[src/rtl/ctrl_fsm.sv]
// ctrl_fsm: instruction-sequencing controller for the 8-bit processor.
// It fetches 1- and 2-byte instructions from synchronous program memory.
// It is the only driver of the pc block controls (cnt/ld/addr).
// It holds the instruction register (ir) and the immediate register (imm).
// It issues one-cycle strobes to the ALU and to the accumulator write path.
// Optional feature: define CTRL_TRAP_EN to add the illegal-opcode trap.
//   - Illegal opcodes then jump to 8'hF0 and pulse trap.
//   - Without it, illegal opcodes behave as NOP and trap is tied to 0.
//
// Handshake/strobe semantics: there is no valid/ready pair here.
//   - Every strobe (mem_rd, pc_cnt, pc_ld, alu_en, imm_ld, trap) is a
//     single-cycle, state-decoded level.
//   - A strobe is acted on at the rising edge that ends the cycle in which
//     it is high.
//   - mem_data is consumed exactly one cycle after the mem_rd that
//     requested it.
//   - pc_cnt and pc_ld are mutually exclusive by construction.
//   - All strobes are forced low while rst is high.
// dbg_state exposes the FSM state for checkers.
module ctrl_fsm (
  input  logic       clk,
  input  logic       rst,
  input  logic       run,
  input  logic [7:0] mem_data,
  input  logic       zero,
  output logic       mem_rd,
  output logic       pc_cnt,
  output logic       pc_ld,
  output logic [7:0] pc_addr,
  output logic [7:0] ir,
  output logic [7:0] imm,
  output logic       alu_en,
  output logic [3:0] alu_op,
  output logic       imm_ld,
  output logic       halted,
  output logic       trap,
  output logic [2:0] dbg_state
);

  typedef enum logic [2:0] {
    S_FETCH   = 3'd0,
    S_IR_LOAD = 3'd1,
    S_DECODE  = 3'd2,
    S_OP_LOAD = 3'd3,
    S_EXEC    = 3'd4,
    S_HALT    = 3'd5
  } state_t;

  localparam logic [3:0] OP_NOP = 4'h0;
  localparam logic [3:0] OP_ALU = 4'h1;
  localparam logic [3:0] OP_LDI = 4'h2;
  localparam logic [3:0] OP_JMP = 4'h3;
  localparam logic [3:0] OP_JZ  = 4'h4;
  localparam logic [3:0] OP_HLT = 4'hF;

  state_t     r_state;
  state_t     w_next;
  logic [7:0] r_ir;
  logic [7:0] r_imm;
  logic [3:0] w_opc;
  logic       w_rd;
  logic       w_cnt;
  logic       w_ld;
  logic       w_alu;
  logic       w_imm_ld;
`ifdef CTRL_TRAP_EN
  logic       w_trap;
`endif

  assign w_opc = r_ir[7:4];

  // State register; asynchronous reset returns to FETCH from any state.
  always_ff @(posedge clk or posedge rst) begin
    if (rst) r_state <= S_FETCH;
    else     r_state <= w_next;
  end

  // Instruction and operand capture, one cycle after the matching mem_rd.
  always_ff @(posedge clk or posedge rst) begin
    if (rst) begin
      r_ir  <= 8'h00;
      r_imm <= 8'h00;
    end else begin
      if (r_state == S_IR_LOAD) r_ir  <= mem_data;
      if (r_state == S_OP_LOAD) r_imm <= mem_data;
    end
  end

  // Next-state and Moore strobe decode.
  always_comb begin
    w_next   = r_state;
    w_rd     = 1'b0;
    w_cnt    = 1'b0;
    w_ld     = 1'b0;
    w_alu    = 1'b0;
    w_imm_ld = 1'b0;
`ifdef CTRL_TRAP_EN
    w_trap   = 1'b0;
`endif
    case (r_state)
      S_FETCH: begin
        if (run) begin
          w_rd   = 1'b1;
          w_cnt  = 1'b1;
          w_next = S_IR_LOAD;
        end
      end
      S_IR_LOAD: w_next = S_DECODE;
      S_DECODE: begin
        case (w_opc)
          OP_NOP: w_next = S_FETCH;
          OP_ALU: begin
            w_alu  = 1'b1;
            w_next = S_FETCH;
          end
          OP_LDI, OP_JMP, OP_JZ: begin
            // Operand fetch: PC already points at the second byte.
            w_rd   = 1'b1;
            w_cnt  = 1'b1;
            w_next = S_OP_LOAD;
          end
          OP_HLT: w_next = S_HALT;
          default: begin
            w_next = S_FETCH;
`ifdef CTRL_TRAP_EN
            w_ld   = 1'b1;
            w_trap = 1'b1;
`endif
          end
        endcase
      end
      S_OP_LOAD: w_next = S_EXEC;
      S_EXEC: begin
        w_next = S_FETCH;
        case (w_opc)
          OP_LDI:  w_imm_ld = 1'b1;
          OP_JMP:  w_ld     = 1'b1;
          // Not taken: PC already sits past the operand, nothing to do.
          OP_JZ:   w_ld     = zero;
          default: w_ld     = 1'b0;
        endcase
      end
      S_HALT:  w_next = S_HALT;
      default: w_next = S_FETCH;
    endcase
  end

  assign mem_rd    = w_rd     & ~rst;
  assign pc_cnt    = w_cnt    & ~rst;
  assign pc_ld     = w_ld     & ~rst;
  assign alu_en    = w_alu    & ~rst;
  assign imm_ld    = w_imm_ld & ~rst;
  assign halted    = (r_state == S_HALT) & ~rst;
  assign ir        = r_ir;
  assign imm       = r_imm;
  assign alu_op    = r_ir[3:0];
  assign dbg_state = r_state;

`ifdef CTRL_TRAP_EN
  assign trap    = w_trap & ~rst;
  assign pc_addr = w_trap ? 8'hF0 : r_imm;
`else
  assign trap    = 1'b0;
  assign pc_addr = r_imm;
`endif

endmodule

[config.mk]
export PLATFORM = sky130hd
export DESIGN_NAME = ctrl_fsm
export DESIGN_NICKNAME = d
export VERILOG_FILES = /design/src/rtl/ctrl_fsm.sv
export SDC_FILE = /design/constraint.sdc
export NUM_CORES = 1
export LEC_CHECK = 0
export ABC_AREA = 1
export CAP_MARGIN = 40
export CORE_MARGIN = 1.5
export CORE_UTILIZATION = 36
export DETAILED_ROUTE_END_ITERATION = 7
export GPL_ROUTABILITY_DRIVEN = 0
export PLACE_DENSITY = 0.75
export SLEW_MARGIN = 20
export SYNTH_ARGS = -nofsm -noshare
export SYNTH_HDL_FRONTEND = slang
export SYNTH_SLANG_ARGS = --single-unit
[constraint.sdc]
create_clock -name clk -period 1.3 [get_ports clk]
set_input_delay 0.26 -clock clk [delete_from_list [all_inputs] [get_ports clk]]
set_output_delay 0.26 -clock clk [all_outputs]
set_load 0.05 [all_outputs]
---- After elaboration in Yosys (flattened, before gate mapping) ----
Index checks and enable logic that the tools add are counted.
word-level totals
  bits in registers ....................... 19
  input bits .............................. 12
  word-level logic and storage cells ...... 34
cells by class
  eq/ne operators ......................... 11
  multiplexer cells ....................... 12
  bitwise logic cells ..................... 6
  reduce and logical (&&, ||, !) cells .... 2
operator list
  kind                  count
  $pmux W3 S5           1
  $eq A4 B2 Y1 const B  2
  $mux W1               7
  $eq A3 B2 Y1 const B  2
  $eq A3 B3 Y1 const B  2
  $pmux W3 S2           1
  $and A1 B1 Y1         5
  $eq A4 B1 Y1 const B  1
  $eq A4 B3 Y1 const B  1
  $eq A4 B4 Y1 const B  1
  $pmux W1 S2           2
  $eq A3 B1 Y1 const B  1
  $logic_not A3 Y1      1
  $mux W3               1
  $reduce_or A3 Y1      1
  $ne A2 B2 Y1 const B  1
  $not A1 Y1            1

---- Depth between registers and ports, before layout ----
  word-level depth ........................ 5
  mapped depth ............................ 7

---- Worst setup path before layout ----
Ideal clock, no wire load.
  path kind ............................... reg2out
  start ................................... register r_state[2], in the netlist dbg_state[2]
  end ..................................... output alu_en
  arrival time ............................ 2.380 ns
  data required time ...................... 1.040 ns
  setup slack ............................. -1.340 ns
  stages on the path, launching flop included .. 4
  cells stage by stage .................... dfrtp_1 > inv_2 > nand3_1 > nor4_1
between the ends
  word-level cells in the longest chain between the ends .. 3
RTL lines
  element                 RTL line  source
  from (decl)             56        state_t r_state;
  from (signal assigned)  75        else r_state <= w_next;
  $eq A3 B2 Y1            100       case (r_state)
  $mux W1                 100
  $and A1 B1 Y1           151       assign alu_en = w_alu & ~rst;
  to (decl)               32        output logic alu_en,
Every way passes these cells.

---- Final worst setup path ----
  start ................................... register r_ir[6], in the netlist ir[6]
  end ..................................... output mem_rd
between the ends
  word-level cells in the longest chain between the ends .. 5
  elaborated cells on any way between the ends .. 7
  those cells by class .................... eq/ne (3); mux (2); bitwise (1); reduce/logical (1)
RTL lines
  element                                       RTL line  source
  from (decl)                                   58        logic [7:0] r_ir;
  from (signal assigned)                        84        if (r_state == S_IR_LOAD) r_ir <= mem_data;
  $eq A4 B2 Y1 or $eq A4 B3 Y1 (tied branches)  110       case (w_opc)
  $reduce_or A3 Y1 (*)                          110
  $mux W1 (*)                                   110
  $pmux W1 S2 (*)                               100
  $and A1 B1 Y1 (*)                             148       assign mem_rd = w_rd & ~rst;
  to (decl)                                     26        output logic mem_rd,
Mark *: on every way between the ends. The rest lies on a longest branch, timed or not.

==> results.md <==
- CTS Root Cell: clkbuf_4
- Crit path to: mem_rd
- # hold bufs at CTS: 0
- DR vias: around 1100
- Max H-tree Level: 1
- Vias in the first global route: roughly 1100
- Setup WS pre-CTS: -323 ps
- Layout cells sized above 1: 0.678
- Slowest-stage cell, CP: dfrtp_2
- Crit path launch: ir[6]$_DFFE_PP0N_
- CP Class: reg2out
- Placed cell count: about 200
- CP max stage delay: roughly 410 ps
- Clock-pin transition on the worst setup and hold timing paths: 110 ps
- TritonCTS clock tree: done
- Row cnt: 19
- Final Non-Filler Cells: ~210
- Initial antenna violation count: 0
- Crit. path cell count: 7
- First-pass GRT wire length: 4.87 mm
- FF-to-FF setup slack: 10 ps
- Synth Register Bits: 19
- Hold Crit Class: in2async
- Max-Cap Viols: 0
- Crit Path Max Fanout: 4
- Final setup violation count: 10
- RR Endpoint: dbg_state[0]$_DFFE_PP0P_
- Largest area contributor in the netlist: dfrtp_1
- Mapped Area: 1040 sq um
- Area contributors post-synth: dfrtp_1 46%, o21ai_2 13%, buf_4 10%
- R2R depth: 8
- Initial Util: 0.378
- Hold Vio Cnt, Final: 0
- Final core utilization: 0.817
- GR Util All Layers: 0.196
- Mapped Cells: roughly 120
- Routed wire per std cell: 14.5 microns
- Largest net degree at the start of global routing: 20
- Critical Path Start Type: register
- Syn Nets: 130
- Violated checks: setup timing
- Most used cell, CP: nand2_2
- Synth Area per Inst: 8.83 sq um
- I/O pin count: 50
- Fill count: roughly 150
- Largest family of logic cells by synthesized area: simple AND/OR/NAND/NOR gates
- Sequential share of the synthesized area: 0.456
- Count leader, synth: nand2_1
- Via density: between 4 and 5
- Commonest cells post-synth: 27 x nand2_1, 19 x dfrtp_1, 16 x inv_1, 16 x o21ai_2, 14 x buf_4
- Ys async rst share: 1.00
- Worst r2r src: ir[4]$_DFFE_PP0N_
- Post-synth EDFFs: 0
- Mux contribution to synthesized area: 0
- Chip Height: 56.8 microns
- Post-synth top area share: 0.456
- Final setup margin: -465 ps
- Cell family with the largest share of critical-path delay: flip-flops
- Yosys cell types: 15
- RSZ-0062 raised after global routing: yes
- Fmax: approximately 570 MHz
- Clock skew: about 10 ps
- Crit end category: primary output
- 1st-iter DRT viols: 6
- Final Max Slew Viols: 0
- Post-synth top flop: dfrtp_1
- N_diodes: 0
- # port buffers: 48
- Compound-gate portion of the synthesized area: 0.149
- Syn. warnings: 0
- Core Region: 2760 sq um
- Critical Path AT: 1500 ps
- Crit path cell chain: inv_4 > nor2_4 > nand2_2 > nand2_2 > nand2_2 > a21oi_4 > buf_12
- Routed Antenna Nets: 0
- Final #Nets: 196
- GRT overflow: 0
- Initial DRT Pass Iterations: 4
- Skew-Pair Late Insertion Delay: 300 ps
- Post-synthesis simple-gate area fraction: 0.208
- Post-Synth XOR/XNOR Area: 0
- Minimum clock period: 1760 ps
- Die area: about 3200 sq um
- Num CTS Buffers: 3
- Required time of the critical path: 1040 ps
- DIE WIDTH: roughly 57 microns
- Total wire length: roughly 3.1 mm
- Adder-cell share of the synthesized area: 0
- P&R area growth vs syn: 116%
- Detail Placement HPWL: 2.19 mm
- Clock sink count: 19
- Status: complete, but fails checks
- CP bufs+invs: 2
- DRC: 0
- Clock buffer depth: 2
- Final period util: 1.36
## flip-flops by register name (all words and copies together) (netlist names)
signal and flops:
dbg_state 3, imm 8, ir 8
## kinds of logic after synthesis
kind of cell,count (synthesis)
buffers and inverters,33
AOI/OAI and AO/OA,19
and+or+nand+nor,46
DFF,19
other,1
## area by class of cell
| class | instances | area (sq um) | area share |
|---|---|---|---|
| Timing Repair Buffer | 76 | 1060 | 0.471 |
| Multi-Input combinational cell | 67 | 554 | 0.246 |
| Sequential cell | 19 | 489 | 0.217 |
| Inverter | 17 | 82.6 | 0.0366 |
| Tap cell | 31 | 38.8 | 0.0172 |
| Clock buffer | 3 | 22.5 | 0.00999 |
| Clock inverter | 1 | 5.00 | 0.00222 |
## how the worst min path moves through the flow
stage	start	to	slack (ps)	cells past startpoint
after floorplan	rst	imm[0]$_DFFE_PP0N_	120	1
after global placement	imm[5]$_DFFE_PP0N_	imm[5]$_DFFE_PP0N_	610	2
after detailed placement	ir[6]$_DFFE_PP0N_	ir[6]$_DFFE_PP0N_	620	3
after CTS	rst	dbg_state[2]$_DFFE_PP0P_	430	3
after global routing	rst	imm[3]$_DFFE_PP0N_	450	3
final	rst	imm[3]$_DFFE_PP0N_	420	3
## worst reg2reg max path: cells and delay by family (launching register included)
kind	cells	cell delay, ps
AND/OR/NAND/NOR	4	310
buffers and inverters	3	350
AO/OA/AOI/OAI	1	130
flip-flops	1	420
## per-layer routing
metal / global-route usage / part of all wire / wire, microns / vias up
li1: - / - / - / 491
met1: 0.212 / 0.36 / 1110 / 510
met2: 0.359 / 0.56 / 1750 / 42
met3: 0.0438 / 0.057 / 176 / 8
met4: 0.0897 / 0.023 / 71 / 0
met5: 0 / 0 / 0 / -
## stage by stage
stage | area, sq um | hold slack (ps) | setup TNS [ps]
after global placement | 2020 | 613 | -1280
after detailed placement | 2020 | 619 | -1390
after floorplan | 1160 | 119 | -1580
final | 2250 | 424 | -2920
after global routing | 2250 | 452 | -3640
after CTS | 2150 | 431 | -2680
## placed cells by master, fill, tap and decap left out, drive strengths merged, types with 3 or more instances in the layout
master and n:
a21oi 3, buf 65, clkbuf 3, clkdlybuf4s50 11, dfrtp 19, inv 16, nand2 27, nand3 10
nor2 7, o21ai 16
## what timing repair did
action | in CTS | in global routing
buffers inserted | 2 | 9
resized for setup | 17 | 14
setup endpoints to repair | 14 | 19
pin swaps | 5 | 7
gates cloned | 1 | 0
Power is left out: the tool's default activity adds up to more than one toggle a clock period on the data nets, which glitch-free logic cannot reach.
